$ cat src/rtl/e5m2_mac_seq.sv
// Job sequencer for one E5M2 MAC: streams N operand pairs with first/last markers,
// tracks MAC latency and holds the FP16 result of the job for a valid/ready consumer.
module e5m2_mac_seq #(
    parameter int LEN_W   = 8,
    parameter int MAC_LAT = 2
) (
    input  logic             clk_i,
    input  logic             rst_i,
    input  logic             start_valid_i,
    output logic             start_ready_o,
    input  logic [LEN_W-1:0] len_i,
    input  logic             op_valid_i,
    output logic             op_ready_o,
    input  logic [7:0]       a_i,
    input  logic [7:0]       b_i,
    output logic             mac_valid_o,
    output logic             mac_clr_o,
    output logic             mac_last_o,
    output logic [7:0]       mac_a_o,
    output logic [7:0]       mac_b_o,
    input  logic [15:0]      mac_res_i,
    output logic             res_valid_o,
    input  logic             res_ready_i,
    output logic [15:0]      res_o,
    output logic             res_nan_o,
    output logic             res_inf_o,
    output logic             busy_o
);

    typedef enum logic [1:0] {S_IDLE, S_RUN, S_DRAIN, S_DONE} state_t;

    state_t             r_state;
    state_t             w_state_next;
    logic [LEN_W-1:0]   r_cnt;
    logic               r_first;
    logic               r_nan;
    logic               r_inf;
    logic               r_mac_valid;
    logic               r_mac_clr;
    logic               r_mac_last;
    logic [7:0]         r_mac_a;
    logic [7:0]         r_mac_b;
    logic [MAC_LAT-1:0] r_last_pipe;
    logic [15:0]        r_res;

    logic w_start_hs;
    logic w_op_hs;
    logic w_op_last;
    logic w_last_out;
    logic w_op_nan;
    logic w_op_inf;

    function automatic logic f_is_nan(input logic [7:0] x);
        return (&x[6:2]) & (|x[1:0]);
    endfunction

    function automatic logic f_is_inf(input logic [7:0] x);
        return (&x[6:2]) & ~(|x[1:0]);
    endfunction

    assign w_start_hs = start_valid_i & (r_state == S_IDLE);
    assign w_op_hs    = op_valid_i & (r_state == S_RUN);
    assign w_op_last  = (r_cnt == LEN_W'(1));
    assign w_last_out = r_last_pipe[MAC_LAT-1];
    assign w_op_nan   = f_is_nan(a_i) | f_is_nan(b_i);
    assign w_op_inf   = f_is_inf(a_i) | f_is_inf(b_i);

    always_ff @(posedge clk_i or posedge rst_i) begin
        if (rst_i) begin
            r_state <= S_IDLE;
        end else begin
            r_state <= w_state_next;
        end
    end

    always_comb begin
        w_state_next  = r_state;
        start_ready_o = 1'b0;
        op_ready_o    = 1'b0;
        res_valid_o   = 1'b0;
        busy_o        = 1'b1;
        case (r_state)
            S_IDLE: begin
                start_ready_o = 1'b1;
                busy_o        = 1'b0;
                if (start_valid_i) begin
                    w_state_next = (len_i == '0) ? S_DONE : S_RUN;
                end
            end
            S_RUN: begin
                op_ready_o = 1'b1;
                if (op_valid_i && w_op_last) begin
                    w_state_next = S_DRAIN;
                end
            end
            S_DRAIN: begin
                if (w_last_out) begin
                    w_state_next = S_DONE;
                end
            end
            S_DONE: begin
                res_valid_o = 1'b1;
                if (res_ready_i) begin
                    w_state_next = S_IDLE;
                end
            end
            default: w_state_next = S_IDLE;
        endcase
    end

    always_ff @(posedge clk_i or posedge rst_i) begin
        if (rst_i) begin
            r_cnt       <= '0;
            r_first     <= 1'b0;
            r_nan       <= 1'b0;
            r_inf       <= 1'b0;
            r_mac_valid <= 1'b0;
            r_mac_clr   <= 1'b0;
            r_mac_last  <= 1'b0;
            r_mac_a     <= '0;
            r_mac_b     <= '0;
            r_last_pipe <= '0;
            r_res       <= '0;
        end else begin
            r_mac_valid <= w_op_hs;
            r_mac_clr   <= w_op_hs & r_first;
            r_mac_last  <= w_op_hs & w_op_last;
            if (w_op_hs) begin
                r_mac_a <= a_i;
                r_mac_b <= b_i;
                r_cnt   <= r_cnt - LEN_W'(1);
                r_first <= 1'b0;
                r_nan   <= r_nan | w_op_nan;
                r_inf   <= r_inf | w_op_inf;
            end
            if (w_start_hs) begin
                r_cnt   <= len_i;
                r_first <= 1'b1;
                r_nan   <= 1'b0;
                r_inf   <= 1'b0;
                if (len_i == '0) begin
                    r_res <= '0;
                end
            end
            // Only the last issue of a job travels down the pipe, so intermediate sums are never captured
            r_last_pipe[0] <= r_mac_valid & r_mac_last;
            for (int i = 1; i < MAC_LAT; i++) begin
                r_last_pipe[i] <= r_last_pipe[i-1];
            end
            if (w_last_out && (r_state == S_DRAIN)) begin
                r_res <= mac_res_i;
            end
        end
    end

    assign mac_valid_o = r_mac_valid;
    assign mac_clr_o   = r_mac_clr;
    assign mac_last_o  = r_mac_last;
    assign mac_a_o     = r_mac_a;
    assign mac_b_o     = r_mac_b;
    assign res_o       = r_res;
    assign res_nan_o   = r_nan;
    assign res_inf_o   = r_inf;

endmodule
$ cat config.mk
export PLATFORM = sky130hd
export DESIGN_NAME = e5m2_mac_seq
export DESIGN_NICKNAME = d
export VERILOG_FILES = /design/src/rtl/e5m2_mac_seq.sv
export SDC_FILE = /design/constraint.sdc
export NUM_CORES = 1
export LEC_CHECK = 0
export CORE_MARGIN = 3
export CORE_UTILIZATION = 39
export DETAILED_ROUTE_END_ITERATION = 8
export MAX_ROUTING_LAYER = met4
export PLACE_DENSITY = 0.76
export SLEW_MARGIN = 0
export SYNTH_ARGS = -nofsm -noshare
export SYNTH_HDL_FRONTEND = slang
export SYNTH_SLANG_ARGS = --single-unit
$ cat constraint.sdc
create_clock -name clk_i -period 1.72 [get_ports clk_i]
set_input_delay 0.258 -clock clk_i [delete_from_list [all_inputs] [get_ports clk_i]]
set_output_delay 0.258 -clock clk_i [all_outputs]
set_load 0.05 [all_outputs]
* Word level (Yosys, flattened, before mapping)
Index checks and enable logic that the tools add are counted.
Storage, ports and cells: word-level logic and storage cells 70, output and inout bits 41, bits in registers 50, input bits 45
Operators by class: add/sub/neg operators 1, reductions and logical operators 13, eq/ne operators 8, mux-type cells 21, bitwise logic cells 15
Operators with widths (count):
- $mux W16 | 3
- $mux W8 | 2
- $mux W1 | 10
- $mux W2 | 5
- $reduce_and A5 Y1 | 2
- $and A1 B1 Y1 | 9
- $eq A8 B1 Y1 const B | 1
- $logic_not A8 Y1 | 1
- $pmux W2 S4 | 1
- $sub A8 B1 Y8 const B | 1
- $ne A2 B2 Y1 const B | 3
- $reduce_bool A2 Y1 | 3
- $eq A2 B2 Y1 const B | 2
- $or A1 B1 Y1 | 4
- $reduce_and A4 Y1 | 1
- $reduce_or A2 Y1 | 2
- $eq A2 B1 Y1 const B | 1
- $logic_and A1 B1 Y1 | 2
- $logic_not A2 Y1 | 1
- $ne A2 B1 Y1 const B | 1
- $not A1 Y1 | 2
- $reduce_and A2 Y1 | 1

* Depth between registers and ports, before layout
Gate-level depths: netlist of run 1.
depth in word-level cells 7, gate-level depth with buffers 8, mapped depth without buffers 7

* Worst setup path after synthesis of run 1
No wires, ideal clock.
kind flip-flop to flip-flop, start point register r_state[1], end point register r_mac_a[7] (netlist: mac_a_o[7]), data arrival time 1.968 ns, data required time 1.595 ns, setup slack -0.373 ns, clock period less this slack 2.093 ns, stages on the path, launching flop included 7, library setup time 0.125 ns, buffers on the path 1, cells stage by stage dfrtp_1 inv_1 ha_1 nand2_1 inv_1 buf_2 mux2_2
On the way: cells in the longest elaborated chain, start to end 2
RTL lines:
- start: declaration | RTL line 32 | state_t r_state;
- start signal: assignment | RTL line 72 | r_state <= w_state_next;
- $eq A2 B1 Y1 | RTL line 62 | assign w_op_hs = op_valid_i & (r_state == S_RUN);
- $and A1 B1 Y1 | RTL line 62
- via w_op_hs | RTL line 47 | logic w_op_hs;
- end signal: assignment | RTL line 129 | r_mac_a <= a_i;
- end: declaration | RTL line 41 | logic [7:0] r_mac_a;
The timed path passes the listed nets, and every way through them passes these cells. A chain may end at the register's enable or synchronous reset.

* Worst setup path in the final report of run 1
start point input len_i[6], end point register r_res[11] (netlist: res_o[11])
On the way: cells in the longest elaborated chain, start to end 3
RTL lines:
- start: declaration | RTL line 11 | input logic [LEN_W-1:0] len_i,
- $logic_not A8 Y1 | RTL line 141 | if (len_i == '0) begin
- $reduce_bool A2 Y1 (no line)
- $reduce_and A2 Y1 (no line)
- end signal: assignment | RTL line 151 | r_res <= mac_res_i;
- end: declaration | RTL line 44 | logic [15:0] r_res;
Every way passes these cells.

==> flow_metrics.py, run 1 <==
metrics = {
    "drt": {
        "drt-total-wl_mm": 4.99,
        "via_per_inst": 4.96,
        "avgRoutedWirePerCell_um": 14.4,
        "drc_errors": 0,
        "vias": 1711,
        "drtIter0Drc": 48,
        "antenna_left": 0,
        "drt-pass1-iter-count": 4,
    },
    "cells_and_area": {
        "syn_to_final_growth_pct": 53.7,
        "antenna_cells": 0,
        "final_area_mm2": 0.00333,
        "fin_nets": 326,
        "ff_latch_area_mm2": 0.00125,
        "post-route-util": 0.636,
        "multi_input_area_um2": 890,
        "drive_above_1_share": 0.349,
        "fill_cells": 409,
    },
    "synthesis": {
        "synth_seq_cells": 50,
        "yosysTopAreaCell": "dfrtp_1",
        "synth.net_count": 224,
        "synth_commonest_cells": "dfrtp_1, a22o_1, mux2_2",
        "synth_most_common_cell": "dfrtp_1",
        "postSynthAreaPerCell_um2": 12.6,
        "synth_cell_type_count": 32,
        "synth_top_area_share": 0.577,
        "synth_edf_count": 0,
        "synth_warnings": 0,
        "synth_ff_type": "dfrtp_1",
        "seq_area_frac_synth": 0.577,
        "ys_top_cells_by_area": "dfrtp_1, mux2_2, a22o_1, ha_1, a21oi_1",
        "syn_inst": 172,
        "syn_area_mm2": 0.00217,
        "synth-async-reset-ratio": 1.00,
    },
    "timing": {
        "relSlewSlack": 0.671,
        "finalHoldViolations": 0,
        "finalCritPeriodShare": 0.967,
        "slew_violations": 0,
        "fmax_mhz": 602,
        "worst_pin_slew_ns": 0.493,
        "tns_ns": 0,
        "finalSetupViolCount": 0,
        "setup_ws_ns": 0.0575,
        "rsz0062_at_grt": "yes",
        "hold_ws_ns": 0.248,
        "finClkSkew_ns": 0.00215,
        "post-route-min-period_ns": 1.66,
    },
    "global_routing": {
        "track_usage": 0.160,
        "grt_pass1_vias": 1666,
        "grt_overflow": 0,
        "grt_pass1_wl_mm": 7.98,
        "antenna_found_initial": 0,
        "grt_max_degree": 35,
    },
    "flow_run": {
        "maxCapViolations": 0,
    },
    "die": {
        "io_pins": 86,
        "die_h_um": 80.6,
        "core_area_mm2": 0.00524,
        "dieArea_mm2": 0.00649,
        "num_rows": 26,
        "die_x_um": 80.6,
        "initial_core_util": 0.414,
    },
    "setup_path": {
        "crit_path_top_delay_cell": "or4_4",
        "crit_buf_inv": 1,
        "rr_worst_depth": 7,
        "slowest_delay_ns": 0.55,
        "crit_type": "input pin to flop",
        "crit_arrival_ns": 1.85,
        "critPathLaunchType": "input pin",
        "path_delay_family": "simple AND/OR/NAND/NOR gates",
        "r2r_slack_ns": 0.09,
        "cp_max_fo": 16,
        "r2r-start": "r_state[1]$_DFFE_PP0P_",
        "cp.required_ns": 1.90,
        "critPathCaptureType": "flop",
        "path_cells": "clkdlybuf4s50_1 > or4_4 > nor2_4 > a31oi_4 > a22o_1",
        "rr_endpoint": "r_cnt[5]$_DFFE_PP0P_",
    },
    "clocking": {
        "cts_sinks": 50,
        "clk_latency_ns": 0.29,
        "numCtsBuffers": 5,
        "cts.htree.levels": 2,
        "path_clk_slew_ns": 0.09,
        "cts_buffer_depth": 2,
        "clock-root-buffer": "clkbuf_8",
        "cts_tree": "yes",
    },
    "run_status": {
        "outcome": "complete, no violations",
    },
    "placed_design": {
        "place_ws_ns": -0.293,
        "place_area_mm2": 0.00317,
        "place_congestion": 0.770,
        "hpwl_mm": 3.82,
        "io_buffer_count": 85,
    },
    "power": {
        "ir_drop_uv": 1050,
        "power_density_mw_per_mm2": 1620,
        "power_leakage_nw": 1.53,
    },
    "worst_hold_path": {
        "hold_class": "input pin to asynchronous set/reset pin",
    },
}
[logic make-up (layout without fill, tap and decap cells)]
family | after synthesis | count (layout) | share of synthesized area
buf+inv | 15 | 118 | 0.0300
xor+xnor | 6 | 6 | 0.0242
mux | 19 | 19 | 0.0969
flops | 50 | 50 | 0.577
simple gates | 40 | 40 | 0.106
compound gates | 35 | 35 | 0.125
fa+ha+maj | 7 | 7 | 0.0404
[cells in the final DEF, fill, tap and decap left out, types with 3 or more instances in the layout]
master           netlist  routed
dfrtp_1               50      50
buf_4                  0      50
clkdlybuf4s50_1        0      42
a22o_1                16      16
mux2_2                16      16
a21oi_1               12      12
nor2_1                12      12
nand2_1                9       8
xnor2_1                6       6
buf_12                 0       6
ha_1                   7       5
clkbuf_8               0       5
inv_1                  9       4
and2_1                 3       3
or4_4                  2       3
clkinvlp_4             0       3
mux2i_1                3       3
inv_2                  0       3
[worst max-delay path by stage]
stage / from / endpoint / slack [ns] / cells past startpoint
2_1_floorplan: r_state[0]$_DFFE_PP0P_ / r_state[0]$_DFFE_PP0P_ / 0.004 / 5
3_3_place_gp: len_i[6] / res_o[12]$_DFFE_PP0P_ / -0.24 / 5
3_5_place_dp: len_i[6] / res_o[1]$_DFFE_PP0P_ / -0.29 / 5
4_1_cts: r_state[0]$_DFFE_PP0P_ / busy_o / 0.001 / 5
5_1_grt: r_state[1]$_DFFE_PP0P_ / r_cnt[5]$_DFFE_PP0P_ / -0.03 / 7
6_report: len_i[6] / res_o[11]$_DFFE_PP0P_ / 0.06 / 5
[registers in the layout, indices dropped and copies added, names as in the netlist, 2 cells and up]
signal       flops
r_cnt            8
res_o           16
mac_b_o          8
r_state          2
r_last_pipe      2
mac_a_o          8
[what timing repair did]
action,CTS,global route
hold endpoints to repair,0,0
setup buffers,0,2
hold buffers,0,0
gates resized for setup,0,8
endpoints found under the setup margin,0,30
[through the flow]
stage               instances  power (mW)
floorplan                 172        3.57
global placement          335        4.53
detailed placement        335        4.58
CTS                       343        5.40
global route              345        5.74
finish                    345        5.41
[cell type report]
class	count	share of cell area
timing repair buffer	101	0.286
inverter	9	0.0124
clock buffer	6	0.0218
clock inverter	2	0.0113
tap	70	0.0263
sequential	50	0.376
multi-input combinational	107	0.267
[report_power, final]
| group | total, mW | internal (mW) | switching (mW) |
|---|---|---|---|
| clock | 0.801 | 0.434 | 0.368 |
| sequential | 1.75 | 1.52 | 0.227 |
| combinational | 2.86 | 1.21 | 1.66 |
| total | 5.41 | 3.16 | 2.25 |
[per-layer routing]
| layer | up-vias | part of all wire | wire, um | track usage |
|---|---|---|---|---|
| li1 | 819 | - | - | - |
| met4 | 0 | 0.0030 | 15 | 0.0203 |
| met3 | 3 | 0.067 | 332 | 0.0314 |
| met5 | - | 0 | 0 | - |
| met2 | 66 | 0.48 | 2380 | 0.260 |
| met1 | 823 | 0.45 | 2250 | 0.215 |
(Power assumes the default switching activity.)
==> run 2, diff against run 1 <==
--- a/config.mk
+++ b/config.mk
@@ -5,6 +5,7 @@
 export SDC_FILE = /design/constraint.sdc
 export NUM_CORES = 1
 export LEC_CHECK = 0
+export CAP_MARGIN = 15
 export CORE_MARGIN = 3
 export CORE_UTILIZATION = 39
 export DETAILED_ROUTE_END_ITERATION = 8
==> results of run 2 <==
Same layout as run 1: the final DEF is identical, and so are final timing and power.
